$ cat config.mk
export PLATFORM = sky130hd
export DESIGN_NAME = aux_resume_button
export DESIGN_NICKNAME = d
export VERILOG_FILES = /design/src/rtl/aux_resume_button.sv
export SDC_FILE = /design/constraint.sdc
export NUM_CORES = 1
export LEC_CHECK = 0
export ABC_AREA = 1
export CAP_MARGIN = 40
export CELL_PAD_IN_SITES_DETAIL_PLACEMENT = 1
export CELL_PAD_IN_SITES_GLOBAL_PLACEMENT = 1
export CORE_MARGIN = 3
export CORE_UTILIZATION = 44
export CTS_CLUSTER_SIZE = 20
export DETAILED_ROUTE_END_ITERATION = 7
export GPL_TIMING_DRIVEN = 0
export PLACE_DENSITY_LB_ADDON = 0.3
export SYNTH_ARGS = -nofsm -noshare
export SYNTH_HDL_FRONTEND = slang
export SYNTH_SLANG_ARGS = --single-unit
$ cat constraint.sdc
create_clock -name clk -period 1.66 [get_ports clk]
set_clock_uncertainty 0.1 [all_clocks]
set_input_delay 0.415 -clock clk [delete_from_list [all_inputs] [get_ports clk]]
set_output_delay 0.415 -clock clk [all_outputs]
set_load 0.03 [all_outputs]
$ cat src/rtl/aux_resume_button.sv
// Front-panel resume button: two-flop synchronizer, counter debounce and a
// press/auto-repeat FSM that emits single-cycle resume strobes.
module aux_resume_button #(
  parameter int DEBOUNCE_CYCLES = 16,
  parameter bit REPEAT_EN       = 1'b0,
  parameter int REPEAT_DELAY    = 64,
  parameter int REPEAT_PERIOD   = 16,
  parameter int CNT_WIDTH       = 24
) (
  input  logic clk,
  input  logic rst_n,
  input  logic btn,
  output logic resume,
  output logic btn_level
);

  typedef enum logic [1:0] {
    ST_IDLE,
    ST_HELD,
    ST_REPEAT
  } state_t;

  localparam logic [CNT_WIDTH-1:0] DB_LAST     = CNT_WIDTH'(DEBOUNCE_CYCLES - 1);
  localparam logic [CNT_WIDTH-1:0] DELAY_LAST  = CNT_WIDTH'(REPEAT_DELAY - 1);
  localparam logic [CNT_WIDTH-1:0] PERIOD_LAST = CNT_WIDTH'(REPEAT_PERIOD - 1);

  logic                 btn_m;
  logic                 btn_s;
  logic [CNT_WIDTH-1:0] db_cnt;
  logic [CNT_WIDTH-1:0] rep_cnt;
  logic                 mismatch;
  logic                 db_done;
  logic                 level_rise;
  logic                 level_fall;
  state_t               state;
  state_t               state_next;
  logic                 pulse_next;
  logic                 rep_clr;

  // NOTE: clocked state uses non-blocking (<=) so every flop samples the
  // pre-edge value of its neighbours, which is what makes btn_m->btn_s a chain.
  always_ff @(posedge clk or negedge rst_n) begin
    if (!rst_n) begin
      btn_m <= 1'b0;
      btn_s <= 1'b0;
    end else begin
      btn_m <= btn;
      btn_s <= btn_m;
    end
  end

  assign mismatch   = (btn_s != btn_level);
  assign db_done    = mismatch && (db_cnt == DB_LAST);
  assign level_rise = db_done && !btn_level;
  assign level_fall = db_done && btn_level;

  // Any agreeing sample restarts the count, so a bounce can never accumulate.
  always_ff @(posedge clk or negedge rst_n) begin
    if (!rst_n) begin
      db_cnt    <= '0;
      btn_level <= 1'b0;
    end else if (!mismatch || db_done) begin
      db_cnt    <= '0;
      btn_level <= btn_level ^ db_done;
    end else begin
      db_cnt <= db_cnt + 1'b1;
    end
  end

  always_ff @(posedge clk or negedge rst_n) begin
    if (!rst_n) state <= ST_IDLE;
    else        state <= state_next;
  end

  // NOTE: defaulting every comb output before the case keeps paths that do
  // not assign it from inferring a latch.
  always_comb begin
    state_next = state;
    case (state)
      ST_IDLE:   if (level_rise) state_next = ST_HELD;
      ST_HELD: begin
        if (level_fall)                                  state_next = ST_IDLE;
        else if (REPEAT_EN && (rep_cnt == DELAY_LAST))   state_next = ST_REPEAT;
      end
      ST_REPEAT: if (level_fall) state_next = ST_IDLE;
      default:   state_next = ST_IDLE;
    endcase
  end

  // A release accepted on the same edge as a due repeat suppresses the repeat.
  always_comb begin
    pulse_next = 1'b0;
    rep_clr    = 1'b0;
    case (state)
      ST_IDLE: begin
        pulse_next = level_rise;
        rep_clr    = level_rise;
      end
      ST_HELD: begin
        pulse_next = !level_fall && REPEAT_EN && (rep_cnt == DELAY_LAST);
        rep_clr    = pulse_next;
      end
      ST_REPEAT: begin
        pulse_next = !level_fall && (rep_cnt == PERIOD_LAST);
        rep_clr    = pulse_next;
      end
      default: begin
        pulse_next = 1'b0;
        rep_clr    = 1'b0;
      end
    endcase
  end

  always_ff @(posedge clk or negedge rst_n) begin
    if (!rst_n) begin
      rep_cnt <= '0;
      resume  <= 1'b0;
    end else begin
      resume <= pulse_next;
      if (rep_clr || !REPEAT_EN || (state_next == ST_IDLE)) rep_cnt <= '0;
      else                                                   rep_cnt <= rep_cnt + 1'b1;
    end
  end

endmodule

==> impl_metrics.ini, run 1 <==
[sta]
maxSlewHeadroom = 0.7517
tns_ns = 0
post-route-min-period_ns = 1.584
finalMaxSlewViolations = 0
hold_viol_final = 0
hold_slack_ns = 0.2590
worst_slew_pin_slew_ns = 0.3712
max_freq_mhz = 631.2
finalCritPeriodShare = 0.9545
grt_setup_unrepaired = no
setup_viol = 0

[place]
place_congestion = 0.8309
numPortBuffers = 4
place_hpwl_um = 3181

[clock_tree]
cts_hold_buf = 0
htreeDepth = 2
clock_sinks = 29
clkLatencyLatePin_ns = 0.28
cts_made_buffers = 5
cts_tree = yes
clk_pin_slew_worst_paths_ns = 0.07
clock_path_buffers = 2
cts_root_buffer = clkbuf_8

[yosys]
synth_top_area_share = 0.4387
synthCells = 224
yosysUniqueCellTypes = 17
netlist_top_cells_count = nand2_1, nor2_1, dfrtp_1
synth_ff_type = dfrtp_1
synth_largest_area_cell = dfrtp_1
synth_edf_count = 0
synth_most_common_cell = nand2_1
ys_ff_latch = 29
synth_area_sq_mm = 0.001654
seq_area_frac_synth = 0.4387
async_reset_ff_frac = 1.000
syn_area_per_cell_sq_um = 7.384
ys_top_cells_by_area = dfrtp_1, nand2_1, nor2_1
yosys_warnings = 0
syn-num-nets = 228

[power]
irDropWorstVdd_uv = 609.7
leakage_nw = 0.8114
powerDensity_mw_per_mm2 = 801.4

[worst_setup_path]
reg2reg_from = db_cnt[1]
cp_max_fo = 3
cp_num_buf_inv = 1
cpMaxStageDelayCell = clkdlybuf4s15_1
start_kind = flip-flop
worst-setup-path-type = reg -> out
critPathMaxStageDelay_ns = 0.40
r2r_end = db_cnt[18]
setup.worst_path.end_class = output pin
crit_required_ns = 1.14
worstPathCellList = clkdlybuf4s15_1
cpLargestDelayFamily = buffers and inverters
ff2ff_setup_slack_ns = 0.11
arrival_ns = 1.07
reg2reg_depth = 7

[global_route]
grt-ovfl-total = 0
grt_max_degree = 18
antenna_found_initial = 0
grt_pass1_vias = 1574
grt_pass1_wl_um = 7452
grt_usage = 0.2233

[route]
drt_iter0_markers = 54
drt.antenna.violating_nets = 0
vias_per_cell = 5.039
drtPass1Iterations = 4
postRouteWirelength_um = 4226
vias = 1436
drc = 0
post_drt_wl_per_cell_um = 14.83

[final_layout]
layout-drive-gt1-share = 0.1297
antenna_cells = 0
nFillCells = 439
nets = 242
syn_to_final_growth_pct = 17.85
seqCellArea_sq_um = 726.9
multi_input_area_sq_um = 893.4

[floorplanning]
die_width_um = 67.32
dieArea_sq_mm = 0.004531
fp.dieH_um = 67.32
io_pins = 5
rows = 21
coreArea_sq_mm = 0.003468
floorplan.initialDensity = 0.4769

[status]
status = finished clean

[job]
cap_violations = 0

[min_path]
hold_path_class = in -> async
## power breakdown
part           total [W]  internal, W  switching (W)
registers       0.000726     0.000715      0.0000104
clock network   0.000767     0.000487       0.000280
logic          0.0000694    0.0000281      0.0000413
total            0.00156      0.00123       0.000331
## layout make-up
class	instances	area share
Sequential cell	29	0.3729
Multi-Input combinational cell	179	0.4583
Inverter	14	0.02696
Clock buffer	6	0.04236
Buffer	2	0.01155
Tap cell	46	0.02953
Timing Repair Buffer	7	0.03915
Clock inverter	2	0.01926
## state kept, by name, indices dropped and copies added (netlist names), named ones only
register and cells:
btn_m 1, resume 1, btn_s 1, db_cnt 24
state 1
## how the worst max path moves through the flow
stage,end,cells past startpoint,slack (ns)
after global routing,db_cnt[18],7,0.003
final,btn_level,1,0.08
after CTS,db_cnt[18],7,0.001
after global placement,async pin,1,-0.40
after detailed placement,db_cnt[18],7,-0.17
after floorplan,db_cnt[11],7,0.17
## kinds of logic after synthesis
kind of cell / Yosys count / synth area share
AND/OR/NAND/NOR: 162 / 0.4259
flip-flops: 29 / 0.4387
buffers and inverters: 16 / 0.04538
XOR/XNOR: 15 / 0.07943
AO/OA/AOI/OAI: 1 / 0.003023
adder cells (fa/ha/maj): 1 / 0.007563
## layer usage
metal / track usage / vias up / share of wire
met5: 0 / - / 0
li1: - / 708 / -
met1: 0.2703 / 705 / 0.46
met4: 0.06835 / 0 / 0.0095
met2: 0.3939 / 17 / 0.50
met3: 0.04825 / 6 / 0.028
## cells in the final DEF, fill, tap and decap left out, types with 2 or more instances in the layout
cell type and count:
nor2_4 7, buf_8 2, nand2_2 2, nand2_4 2, dfrtp_1 28, nand4_1 2
clkbuf_8 6, nand2_1 67, clkdlybuf4s50_1 2, xnor2_1 6, buf_6 2, inv_1 14
xor2_1 9, nand3_1 14, nor2_2 3, nor2_1 62
## through the flow
stage	total power, W	instances	worst slack [ns]	utilization	area (sq um)
after floorplan	0.0007630	224	0.1670	-	1654
after global placement	0.0007902	274	-0.4011	0.5051	1752
after detailed placement	0.0007967	275	-0.1664	0.5094	1767
after CTS	0.001575	284	0.001381	0.5494	1906
after global routing	0.001611	285	0.003072	0.5620	1949
final	0.001562	285	0.07559	0.5620	1949
## timing repair
action,CTS,global route
resized for setup,5,7
endpoints found under the hold margin,0,0
buffers inserted,1,0
endpoints found under the setup margin,28,22
Power figures use the tool's default switching activity.
==> inputs of run 2 (changes only) <==
SLEW_MARGIN = 0   (was not set)
TNS_END_PERCENT = 100   (was not set)
==> results of run 2 <==
Final layout, timing and power as in run 1 (identical DEF).
==> inputs of run 3 (changes only) <==
CTS_CLUSTER_SIZE = not set   (was 20)
SKIP_CTS_REPAIR_TIMING = 1   (was not set)
==> run 3 against run 2 <==
  * First-iteration DRC count rose by 17%
  * Sequential share of layout area fell by 0.40 points
  * Register-to-register slack barely moved
  * Critical path depth rose by 6
  * Critical path type is now reg -> reg
  * Largest power group unchanged
  * Highest routed layer unchanged
==> impl_metrics.ini, run 3 (same netlist as run 1, synthesis figures left out) <==
[sta]
post-route-min-period_ns = 1.543
max_freq_mhz = 647.9
hold_viol_final = 0
finalMaxSlewViolations = 0
worst_slew_pin_slew_ns = 0.3863
setup_viol = 0
finalCritPeriodShare = 0.9298
maxSlewHeadroom = 0.7416

[clock_tree]
clock_path_buffers = 2
htreeDepth = 2
clkLatencyLatePin_ns = 0.28
clk_pin_slew_worst_paths_ns = 0.07
clock_sinks = 29
cts_root_buffer = clkbuf_8
cts_made_buffers = 5
cts_tree = yes

[global_route]
met2_usage = 0.3865
grt_usage = 0.2205
grt_util_met3 = 0.04825
grt-ovfl-total = 0
grt_pass1_wl_um = 7348
grt-busiest-layer = met2
antenna_found_initial = 0
global_route.usage.met1 = 0.2682
grt_max_degree = 18
grt_pass1_vias = 1558

[worst_setup_path]
cp_max_fo = 10
crit_required_ns = 1.73
start_kind = flip-flop
worstPathCellList = ha_4 > nand3_4 > nor2_4 > nand3_2 > nand2_4 > buf_6 > nor2_1
worst-setup-path-type = reg -> reg
setup.worst_path.end_class = flip-flop
cpMaxStageDelayCell = dfrtp_2
arrival_ns = 1.61
critPathMaxStageDelay_ns = 0.41

[final_layout]
final_common_cell = nand2_1
layout-drive-gt1-share = 0.1369
antenna_cells = 0
syn_to_final_growth_pct = 19.14
largest_reg_flops = 24
final_area_sq_mm = 0.001971
top_register = db_cnt
fin_cells = 287
nets = 244
mostFrequentLayoutCells = nand2_1, nor2_1, dfrtp_1

[floorplanning]
floorplan.initialDensity = 0.4769
die_width_um = 67.32
coreArea_sq_mm = 0.003468
rows = 21
fp.dieH_um = 67.32
dieArea_sq_mm = 0.004531
io_pins = 5

[place]
numPlacedInstances = 275
placed_cell_area_sq_mm = 0.001767
place_hpwl_um = 3181
numPortBuffers = 4
place_congestion = 0.8309

[route]
drt_iter0_markers = 63
post_drt_wl_per_cell_um = 15.18
drt.antenna.violating_nets = 0
drtPass1Iterations = 4
drc = 0
vias = 1440
postRouteWirelength_um = 4357
vias_per_cell = 5.017

[power]
irDropWorstVdd_uv = 621.2
leakage_nw = 0.8529
powerDensity_mw_per_mm2 = 798.9

[status]
status = finished clean

[min_path]
hold_path_class = in -> async

[job]
cap_violations = 0
run 3: per-stage QoR:
| step | setup WS, ns | util | hold WS, ns | setup TNS [ns] | total power (W) |
|---|---|---|---|---|---|
| 5_1_grt | -0.003932 | 0.5682 | 0.2685 | -0.006958 | 0.001624 |
| 3_3_place_gp | -0.4011 | 0.5051 | 0.2420 | -14.31 | 0.0007902 |
| 4_1_cts | -0.2435 | 0.5440 | 0.2659 | -4.198 | 0.001567 |
| 6_report | 0.1166 | 0.5682 | 0.2615 | 0 | 0.001574 |
| 3_5_place_dp | -0.1664 | 0.5094 | 0.2499 | -3.196 | 0.0007967 |
| 2_1_floorplan | 0.1670 | - | 0.01941 | 0 | 0.0007630 |
run 3: final timing paths:
check	end	cells after the start	from	slack (ns)
setup / recovery	db_cnt[18]	7	db_cnt[0]	0.12
hold / removal	db_cnt[15]	1	rst_n	0.26
setup reg to reg	db_cnt[18]	7	db_cnt[0]	0.12
hold reg to reg	btn_s	0	btn_m	0.28
max in group asynchronous	db_cnt[20]	2	rst_n	0.80
min in group clk	btn_s	0	btn_m	0.28
run 3: area by class of cell:
type                       instances  area, sq um
fill                             438         1498
multi-input combinational        179        893.4
sequential                        29        726.9
timing repair buffer               9        97.59
clock buffer                       6        82.58
tap                               46        57.56
inverter                          14        52.55
clock inverter                     2        37.54
buffer                             2        22.52
run 3: layer usage:
layer,part of all wire,routed length (um),vias up
met5,0,0,-
met2,0.51,2234,9
li1,-,-,718
met4,0.0087,38,0
met3,0.017,72,6
met1,0.46,2010,707
run 3: power by group:
group	leakage (nW)	switching, W	internal (W)
combinational	0.399	0.0000421	0.0000318
sequential	0.397	0.0000115	0.000715
clock	0.0574	0.000286	0.000488
run 3: critical path: cells and delay by family, from the launching register on:
kind | cells | cell delay (ns)
adder cells (fa/ha/maj) | 1 | 0.20
buffers and inverters | 1 | 0.15
flip-flops | 1 | 0.41
AND/OR/NAND/NOR | 5 | 0.56
==> RTL edit, RTL diff (settings of run 3) <==
The output `resume` loses its register stage (`resume` becomes a continuous assignment). Comments in the files are not updated.
--- a/src/rtl/aux_resume_button.sv
+++ b/src/rtl/aux_resume_button.sv
@@ -116,5 +116,3 @@
       rep_cnt <= '0;
-      resume  <= 1'b0;
     end else begin
-      resume <= pulse_next;
       if (rep_clr || !REPEAT_EN || (state_next == ST_IDLE)) rep_cnt <= '0;
@@ -124,2 +122,4 @@
 
+  assign resume = pulse_next;
+
 endmodule
Check against the original RTL: same outputs for any inputs over 10 cycles, from zero or initial values and one cycle with rst_n low; that may be too few to reach the edited logic, so the function may still have changed.
==> RTL edit against run 3 <==
- the run now ends with negative setup slack left
- clock power fell by 28%
- sequential cell count shrank 1
- final area is 3.5% higher
- worst hold slack better by 0.0036 ns
- area after synthesis is 1.5% lower
- synthesized cell count fell by 0.45%
- die area is 1.4% lower
- power is 15% lower
- wire length rose by 13%
- setup slack got worse by 0.51 ns
- critical path type is now reg -> out
- largest cell class unchanged
- highest routed layer unchanged
==> RTL edit: results (changes against run 3) <==
* Top FF cell, synth: dfrtp_1 (unchanged)
* Setup TNS at -0.3962 ns (was 0 ns)
* First-pass GRT wire length at 7182 microns (was 7348 microns)
* Register with the most flip-flops: db_cnt (unchanged)
* Status: finished with violations (was complete, no violations)
* Failing checks: negative setup slack
* Final setup margin at -0.3962 ns (was 0.1166 ns)
* Async SR Flop Fraction at 100.0% (unchanged)
* Share of cells above drive strength 1 at 18.11% (was 13.69%)
* Max clock buf depth at 2 (unchanged)
* Wire length per cell at 17.08 microns (was 15.18 microns)
* DRT Pass-1 Iters at 4 (unchanged)
* Leak pwr at 0.8578 nW (was 0.8529 nW)
* DR iter-0 viols at 69 (was 63)
* Synth Warn # at 0 (unchanged)
* Initial antenna violation count at 0 (unchanged)
* Area of placed instances at 1798 sq um (was 1767 sq um)
* Clk Latency, worst-skew pair at 0.29 ns
* Largest net degree at the start of global routing at 18 (unchanged)
* Layout Nets at 248 (was 244)
* RD Place Congestion at 0.8165 (was 0.8309)
* Layout fillers at 430 (was 438)
* Sequential area share after synthesis at 43.01% (was 43.87%)
* Leading post-synthesis cells by cell area: dfrtp_1 (43%), nand2_1 (15%), nor2_1 (15%) (was dfrtp_1 (44%), nand2_1 (15%), nor2_1 (15%))
* Synth top cells by count: nand2_1 (67), nor2_1 (64), dfrtp_1 (28), inv_1 (14), nand3_1 (14) (was nand2_1 (67), nor2_1 (64), dfrtp_1 (29), inv_1 (14), nand3_1 (14))
* Hold WC Path Type: reg -> reg (was in -> async)
* Unique masters post-synth at 17 (unchanged)
* Diode count at 0 (unchanged)
* Total GRT Usage at 21.76% (was 22.05%)
* Worst vdd ir at 0.0004551 V (was 0.0006212 V)
* Max reg flops at 24 (unchanged)
* CP Max Fanout at 4 (was 10)
* CTS buffer count at 3 (was 5)
* Clock root buffer: clkbuf_8 (unchanged)
* Clk slew on worst S/H paths at 0.10 ns (was 0.07 ns)
* Crit path DAT at 1.54 ns (was 1.61 ns)
* IO Port Bufs at 4 (unchanged)
* Syn Nets at 227 (was 228)
* Synth Register Bits at 28 (was 29)
* HPWL after DPL at 3222 microns (was 3181 microns)
* H-tree levels at 1 (was 2)
* Via-per-instance ratio at 5.322 (was 5.017)
* Number of global-route vias before repair at 1580 (was 1558)
* Slew headroom at 55.44% (was 74.16%)
* # setup viols final at 1 (was 0)
==> RTL edit: cell count changes after synthesis, sizes merged <==
cell | run 3 | this run
dfrtp | 29 | 28
==> RTL edit: report_power, final <==
part / switching (mW) / internal (mW)
clock: 0.230 / 0.324
combinational: 0.0462 / 0.0423
sequential: 0.0116 / 0.690
==> RTL edit: metrics by stage <==
stage,util (%),setup WS [ns],cells
CTS,54.31,-1.143,278
global route,59.25,-0.4839,289
finish,59.25,-0.3962,289
detailed placement,52.24,-0.8091,274
floorplan,-,-0.1179,223
global placement,51.44,-0.7769,273
==> RTL edit: cell families after synthesis <==
| logic type | Yosys count | synth area share [%] |
|---|---|---|
| AOI/OAI and AO/OA | 1 | 0.3069 |
| xor gates and xnor gates | 15 | 8.065 |
| adders and majority gates | 1 | 0.7679 |
| buffers and inverters | 16 | 4.608 |
| DFF | 28 | 43.01 |
| and+or+nand+nor | 162 | 43.24 |
==> RTL edit: path summary, 6_finish.rpt <==
path	end	startpoint	depth (start not counted)	slack, ns
hold / removal	btn_s$_DFF_PN0_	btn_m$_DFF_PN0_	0	0.27
hold reg to reg	btn_s$_DFF_PN0_	btn_m$_DFF_PN0_	0	0.27
setup / recovery	resume	db_cnt[10]$_DFF_PN0_	6	-0.40
setup reg to reg	db_cnt[15]$_DFF_PN0_	db_cnt[10]$_DFF_PN0_	8	0
min in group asynchronous	db_cnt[14]$_DFF_PN0_	rst_n	1	0.42
max in group asynchronous	db_cnt[0]$_DFF_PN0_	rst_n	2	0.50
==> RTL edit: critical path, cell delays in order (launching register included) <==
cell     delay [ns]
dfrtp_2        0.44
nor2_1         0.15
nand2_1        0.12
nor2_4         0.17
nand3_4        0.10
nor3_4         0.12
buf_6          0.15
==> RTL edit: layer usage <==
layer,vias up,global-route usage [%],routed length (microns)
met5,-,0,0
met2,37,37.13,2559
li1,727,-,-
met3,18,3.204,163
met1,756,26.22,2051
met4,0,11.42,161
==> RTL edit: final cells by class <==
class,instances,area (sq um),share of cell area (%)
flip-flops and latches,28,705.7,34.60
multi-input cells,179,933.4,45.77
repair buffers,16,188.9,9.264
inverters,14,52.55,2.577
well taps,46,57.56,2.822
plain buffers,2,30.03,1.472
clock inverters,1,30.03,1.472
clock buffers,3,41.29,2.025
